**src/rtl/pipe_pkg.sv**
```systemverilog
// Shared pipeline definitions: register-index width, the zero register,
// default HI/LO latencies and the source-operand match helper.
package pipe_pkg;

    localparam int REG_W           = 5;
    localparam int MULT_CYCLES_DEF = 5;
    localparam int DIV_CYCLES_DEF  = 10;

    typedef logic [REG_W-1:0] reg_idx_t;

    localparam reg_idx_t ZERO_REG = '0;

    function automatic int max_int(input int a, input int b);
        return (a > b) ? a : b;
    endfunction

    // The zero register is never a real producer, so it can never match.
    function automatic logic src_match(
        input reg_idx_t prod,
        input reg_idx_t rs,
        input reg_idx_t rt,
        input logic     use_rs,
        input logic     use_rt
    );
        return (prod != ZERO_REG) &&
               ((use_rs && (prod == rs)) || (use_rt && (prod == rt)));
    endfunction

endpackage

```
**src/rtl/md_busy_timer.sv**
```systemverilog
// HI/LO unit busy timer: counts down the mult/div latency, flags busy while
// counting and pulses done for one cycle once the count has expired.
module md_busy_timer
    import pipe_pkg::*;
#(
    parameter int MULT_CYCLES = MULT_CYCLES_DEF,
    parameter int DIV_CYCLES  = DIV_CYCLES_DEF
) (
    input  logic clk,
    input  logic rst_n,
    input  logic md_start,
    input  logic md_is_div,
    output logic md_busy,
    output logic md_done
);

    localparam int CNT_MAX = max_int(MULT_CYCLES, DIV_CYCLES);
    localparam int CNT_W   = $clog2(CNT_MAX + 1);

    logic [CNT_W-1:0] cnt_q, cnt_d;
    logic             busy_q, busy_d;
    logic             done_q, done_d;

    // A start while still counting is dropped; the running op keeps its timing.
    always_comb begin
        cnt_d = cnt_q;
        if (cnt_q != '0) begin
            cnt_d = cnt_q - CNT_W'(1);
        end else if (md_start) begin
            cnt_d = md_is_div ? CNT_W'(DIV_CYCLES) : CNT_W'(MULT_CYCLES);
        end
        busy_d = (cnt_d != '0);
        done_d = (cnt_q == CNT_W'(1));
    end

    always_ff @(posedge clk or negedge rst_n) begin
        if (!rst_n) begin
            cnt_q  <= '0;
            busy_q <= 1'b0;
            done_q <= 1'b0;
        end else begin
            cnt_q  <= cnt_d;
            busy_q <= busy_d;
            done_q <= done_d;
        end
    end

    assign md_busy = busy_q;
    assign md_done = done_q;

endmodule

```
**src/rtl/hazard_stall_ctrl.sv**
```systemverilog
// Pipeline hazard detection and stall/flush generation with a HI/LO busy timer.
// Optional stall performance counter enabled by macro HAZARD_PERF_EN.
module hazard_stall_ctrl
    import pipe_pkg::*;
#(
    parameter int MULT_CYCLES = MULT_CYCLES_DEF,
    parameter int DIV_CYCLES  = DIV_CYCLES_DEF
) (
    input  logic             clk,
    input  logic             rst_n,
    input  logic             beq,
    input  logic             jr,
    input  logic [REG_W-1:0] rs_id,
    input  logic [REG_W-1:0] rt_id,
    input  logic             use_rs_id,
    input  logic             use_rt_id,
    input  logic             RegWrite_ex,
    input  logic             MemRead_ex,
    input  logic [REG_W-1:0] a3_ex,
    input  logic             MemRead_mem,
    input  logic [REG_W-1:0] a3_mem,
    input  logic             md_start_ex,
    input  logic             md_is_div_ex,
    input  logic             md_use_id,
    output logic             stall,
    output logic             flush_ex,
    output logic             md_busy,
    output logic             md_done
`ifdef HAZARD_PERF_EN
    ,
    output logic [31:0]      stall_cnt
`endif
);

    logic match_ex;
    logic match_mem;
    logic branch_id;
    logic load_use_hz;
    logic branch_alu_hz;
    logic branch_load_hz;
    logic md_hz;

    md_busy_timer #(
        .MULT_CYCLES (MULT_CYCLES),
        .DIV_CYCLES  (DIV_CYCLES)
    ) u_md_busy_timer (
        .clk       (clk),
        .rst_n     (rst_n),
        .md_start  (md_start_ex),
        .md_is_div (md_is_div_ex),
        .md_busy   (md_busy),
        .md_done   (md_done)
    );

    // Branches resolve in ID, so they also wait on EX ALU results and MEM loads.
    always_comb begin
        match_ex       = src_match(a3_ex,  rs_id, rt_id, use_rs_id, use_rt_id);
        match_mem      = src_match(a3_mem, rs_id, rt_id, use_rs_id, use_rt_id);
        branch_id      = beq || jr;
        load_use_hz    = MemRead_ex && match_ex;
        branch_alu_hz  = branch_id && RegWrite_ex && match_ex;
        branch_load_hz = branch_id && MemRead_mem && match_mem;
        md_hz          = md_use_id && (md_busy || md_start_ex);
        stall          = load_use_hz || branch_alu_hz || branch_load_hz || md_hz;
        flush_ex       = stall;
    end

`ifdef HAZARD_PERF_EN
    logic [31:0] stall_cnt_q, stall_cnt_d;

    always_comb begin
        stall_cnt_d = stall_cnt_q;
        if (stall && (stall_cnt_q != 32'hFFFF_FFFF)) begin
            stall_cnt_d = stall_cnt_q + 32'd1;
        end
    end

    always_ff @(posedge clk or negedge rst_n) begin
        if (!rst_n) begin
            stall_cnt_q <= '0;
        end else begin
            stall_cnt_q <= stall_cnt_d;
        end
    end

    assign stall_cnt = stall_cnt_q;
`endif

endmodule

```
**config.mk**
```make
export PLATFORM = sky130hd
export DESIGN_NAME = hazard_stall_ctrl
export DESIGN_NICKNAME = d
export VERILOG_FILES = /design/src/rtl/pipe_pkg.sv /design/src/rtl/md_busy_timer.sv /design/src/rtl/hazard_stall_ctrl.sv
export SDC_FILE = /design/constraint.sdc
export NUM_CORES = 1
export LEC_CHECK = 0
export CAP_MARGIN = 10
export CORE_MARGIN = 2
export CORE_UTILIZATION = 39
export CTS_CLUSTER_SIZE = 30
export DETAILED_ROUTE_END_ITERATION = 16
export PLACE_DENSITY = 0.83
export SLEW_MARGIN = 15
export SYNTH_ARGS = -nofsm -noshare
export SYNTH_HDL_FRONTEND = slang
export SYNTH_HIERARCHICAL = 1
export SYNTH_SLANG_ARGS = --single-unit
```
**constraint.sdc**
```tcl
create_clock -name clk -period 4.52 [get_ports clk]
set_input_delay 1.13 -clock clk [delete_from_list [all_inputs] [get_ports clk]]
set_output_delay 1.13 -clock clk [all_outputs]
set_load 0.05 [all_outputs]
```
---- Word-level counts from Yosys, hierarchy flattened ----
Index checks and enable logic that the tools add are counted.
storage, ports and cells
  logic and storage cells ................. 35
  register bits after elaboration ......... 6
  output and inout port bits .............. 4
  bits of input ports ..................... 32
operators by class
  equal/unequal tests ..................... 5
  reductions and logical operators ........ 23
  multiplexer cells ....................... 3
  add/subtract/negate cells ............... 1
operator list
  kind                                              count
  == test 5 bit                                     4
  logical AND 1 bit                                 12
  two-way mux 4 bit                                 3
  nonzero test 5 bit                                2
  nonzero test 4 bit                                2
  logical OR 1 bit                                  7
  == test 4 x 1 -> 1 bit, second input constant     1
  subtractor 4 x 1 -> 4 bit, second input constant  1

---- Logic depth before layout (Yosys ltp) ----
  depth after elaboration ................. 8
  mapped depth ............................ 6
  depth with buffers taken out ............ 6

---- Modules after synthesis ----
Netlist, hierarchy kept.
by module, submodules not included
  module             area each (um^2)  cells an instance  times used  seq. area each (um^2)
  md_busy_timer      315.3             29                 1           150.1
  hazard_stall_ctrl  289.0             36                 1           0.0

---- Worst setup path after synthesis ----
No wires, ideal clock.
  path kind ............................... input port to output port
  start point ............................. input port rt_id[3]
  end point ............................... output port stall
  required time ........................... 3.390 ns
  path buffers ............................ 1
  stages .................................. 5
  slack ................................... 0.501 ns
  arrival ................................. 2.889 ns
  cells stage by stage .................... xor2_1 -> nor4_1 -> a32oi_1 -> o221ai_1 -> buf_4
on the way
  cells in the longest elaborated chain, start to end .. 8
  elaborated cells between the ends (all ways) .. 14
  classes of those cells .................. eq/ne: 2; reduce/logical: 12
ends and longest elaborated chain
  what                                         RTL line                                          source
  start: declaration                           hazard_stall_ctrl.sv:14                           input logic [REG_W-1:0] rt_id,
  == test 5 bit                                pipe_pkg.sv:26                                    ((use_rs && (prod == rs)) || (use_rt && (prod == rt)));
  logical AND 1 bit                            pipe_pkg.sv:26
  logical OR 1 bit                             pipe_pkg.sv:26
  logical AND 1 bit                            pipe_pkg.sv:25                                    return (prod != ZERO_REG) &&
  logical AND 1 bit, on equally long branches  hazard_stall_ctrl.sv:60, hazard_stall_ctrl.sv:61
  logical OR 1 bit                             hazard_stall_ctrl.sv:64                           stall = load_use_hz || branch_alu_hz || branch_load_hz || md_hz;
  logical OR 1 bit (*) (2 in series)           hazard_stall_ctrl.sv:64
  end: declaration                             hazard_stall_ctrl.sv:25                           output logic stall,
Every way passes the cells marked *; elsewhere a longest branch is shown, timed or not.

---- Worst setup path in the final report ----
  start point ............................. input port a3_mem[0]
  end point ............................... output port stall
on the way
  cells in the longest elaborated chain, start to end .. 7
  elaborated cells between the ends (all ways) .. 10
  classes of those cells .................. eq/ne: 2; reduce/logical: 8
ends and longest elaborated chain
  what                                RTL line                 source
  start: declaration                  hazard_stall_ctrl.sv:21  input logic [REG_W-1:0] a3_mem,
  == test 5 bit                       pipe_pkg.sv:26
  logical AND 1 bit                   pipe_pkg.sv:26
  logical OR 1 bit                    pipe_pkg.sv:26
  logical AND 1 bit (*)               pipe_pkg.sv:25
  logical AND 1 bit (*)               hazard_stall_ctrl.sv:62  branch_load_hz = branch_id && MemRead_mem && match_mem;
  logical OR 1 bit (*) (2 in series)  hazard_stall_ctrl.sv:64
Marked as above.

==> impl_metrics.csv <==
group,metric,value,unit
clock_tree,clock-sinks,6,
hold_path,hold_class,"reg -> reg",
floorplanning,core,1470,sq um
power,p_leak,0.000392,uW
clock_tree,cts_resized,0,
worst_setup_path,cp_data_required_time,3.39,ns
global_routing,grt_first_pass_wirelength,2940,microns
outcome,outcome,"finished clean",
timing,setup_tns,0,ns
yosys,avgSynthCellArea,9.30,sq um
clock_tree,path_clk_slew,0.04,ns
yosys,synthAdderAreaFrac,4.14,%
routing,drcViolationCount,0,
clock_tree,root_buffer,"clkbuf_4",
routing,vias,657,
timing,fmax,0.247,GHz
worst_setup_path,critPathArrivalTime,2.92,ns
timing,slew_headroom,67.2,%
floorplanning,dieWidth,43.4,microns
timing,hold_ws,0.547,ns
yosys,synth-simple-area-share,18.2,%
worst_setup_path,max_stage_delay,0.48,ns
clock_tree,cts_made_buffers,3,
global_routing,grt_max_degree,8,
global_routing,grtUsageMet3,5.83,%
layout,nNetsFinal,138,
layout,antenna_cells,0,
layout,layout_common_cells,"clkdlybuf4s50_1 (33), xor2_1 (16), dfrtp_1 (6)",
layout,area_growth,67.1,%
floorplanning,die_height,43.4,microns
global_routing,busiest_layer,"met2",
worst_setup_path,worstPathMaxFanout,3,
timing,drv_slew,0,
timing,skew,0.00171,ns
worst_setup_path,crit_path_end_kind,"output pin",
place,io_buffers,35,
yosys,synth.largest_area_cell,"dfrtp_1",
routing,routed_via_density,5.57,
clock_tree,cts_tree,"yes",
timing,min_period,4.05,ns
worst_setup_path,critPathKind,"in -> out",
worst_setup_path,crit_chain,"clkdlybuf4s50_1 -> xor2_1 -> nor4_1 -> a32oi_1 -> o221ai_1 -> buf_12",
yosys,synth-compound-area-share,18.0,%
clock_tree,cts_max_level,1,
yosys,syn-cell-area,604,sq um
timing,tightestPinTransition,0.490,ns
yosys,synthDistinctLibCells,26,
timing,finalSetupViolCount,0,
layout,utilization,68.6,%
yosys,synthTopCellsByArea,"dfrtp_1 (25%), xor2_1 (23%), xnor2_1 (5.8%), ha_1 (4.1%), nor4_1 (4.1%)",
clock_tree,clock_latency,0.24,ns
timing,period_share,89.6,%
yosys,ys.warnings.count,6,
place,pre_cts_ws,0.476,ns
routing,drtPass1Iterations,4,
job,max-cap-violations,0,
worst_setup_path,r2r_setup_slack,2.90,ns
power,peakVddDrop,0.249,mV
yosys,synth_cells,65,
floorplanning,initial_core_util,41.1,%
global_routing,grt-ovfl-total,0,
routing,drt_iter0_markers,4,
routing,drtAntennaViolNets,0,
yosys,synth_top_family_by_area,"XOR/XNOR gates",
yosys,synth.area.mux_share,3.31,%
worst_setup_path,start_kind,"input port",
yosys,ys_seq_elements,6,
power,power_density,339,nW/um^2
yosys,yosysSeqAreaShare,24.8,%
global_routing,grt_pass1_vias,693,
global_routing,track_usage,21.4,%
timing,rsz0062_at_grt,"false",
global_routing,gr-usage-met1,25.4,%
yosys,yosys.area.top_type_share,24.8,%
place,place.gp.congestion,0.889,
power,power,342,uW
layout,drive_gt1_share,5.88,%
routing,wl,1840,microns
yosys,synth_nets,99,
clock_tree,hold_buffers,0,
global_routing,grtUsageMet2,35.5,%
timing,hold_viol_final,0,
floorplanning,rows,14,
floorplanning,die-area,1880,sq um
routing,wl_per_cell,15.6,microns
timing,fin_ws,0.469,ns
worst_setup_path,critPathSlowestCell,"clkdlybuf4s50_1",
yosys,synth_xor_xnor_area_share,29.0,%
clock_tree,post-cts-setup-buffers,0,
global_routing,antenna_found_initial,0,
floorplanning,io_pins,36,
clock_tree,clockBufferDepth,2,
layout,mostFrequentLayoutCell,"clkdlybuf4s50_1",
-- flip-flops by register name (all words and copies together) (netlist names) --
name and flops:
u_md_busy_timer/md_done 1, u_md_busy_timer/md_busy 1, u_md_busy_timer/cnt_q 4
-- where the power goes --
part	total, uW	internal [uW]	switching, uW
logic	190	95.7	94.0
clock network	48.8	30.0	18.8
registers	104	78.0	25.8
-- logic make-up (layout without fill, tap and decap cells) --
family	after synthesis	in the layout
flops	6	6
compound gates	15	15
fa+ha+maj	2	2
simple gates	17	17
buf+inv	3	40
mux	2	2
xor+xnor	20	20
-- path summary, 6_finish.rpt --
| kind | startpoint | to | cells past startpoint |
|---|---|---|---|
| worst max-delay path | a3_mem[0] | stall | 6 |
| worst min-delay path | u_md_busy_timer/cnt_q[3] | u_md_busy_timer/md_done | 1 |
| worst max register to register | u_md_busy_timer/cnt_q[0] | u_md_busy_timer/md_busy | 5 |
| worst min register to register | u_md_busy_timer/cnt_q[3] | u_md_busy_timer/md_done | 1 |
| max in group asynchronous | rst_n | u_md_busy_timer/cnt_q[3] | 1 |
| min in group asynchronous | rst_n | u_md_busy_timer/md_busy | 1 |
-- worst max-delay path, delay by kind of cell --
kind            cells  cell delay [ns]
buf+inv             2             0.68
simple gates        1             0.33
xor+xnor            1             0.18
compound gates      2             0.59
-- stage by stage --
stage | cell area [sq um] | cells
global route | 1010 | 118
CTS | 1010 | 118
global placement | 987 | 115
detailed placement | 987 | 115
floorplan | 604 | 65
finish | 1010 | 118
-- metal layers --
layer / vias to the layer above / wire [microns]
met5: - / 0
met4: 0 / 35
met3: 4 / 175
met2: 35 / 858
met1: 302 / 774
li1: 316 / -
-- Yosys cell counts --
cell type	n
buf_4	1
inv_1	2
ha_1	2
a32oi_1	2
and2_1	2
o21ai_0	4
a21oi_1	1
nor3b_2	1
nor4_1	4
o221ai_1	2
dfrtp_1	6
or3_1	1
a311o_1	1
nand3_1	1
nor2b_1	1
nand4b_1	1
or4_1	2
mux2i_1	2
o22ai_1	1
nor2_1	1
nor3b_1	1
o21a_1	3
xnor2_1	4
xor2_1	16
o211a_1	1
nand2_1	2
-- area by class of cell --
class                   instances  area, sq um
multi-input cells              56          439
inverters                       2         7.51
flip-flops and latches          6          150
well taps                      16         20.0
clock buffers                   3         22.5
repair buffers                 35          370
fillers                       122          462
Note: power is estimated with default switching activity, not from simulation.
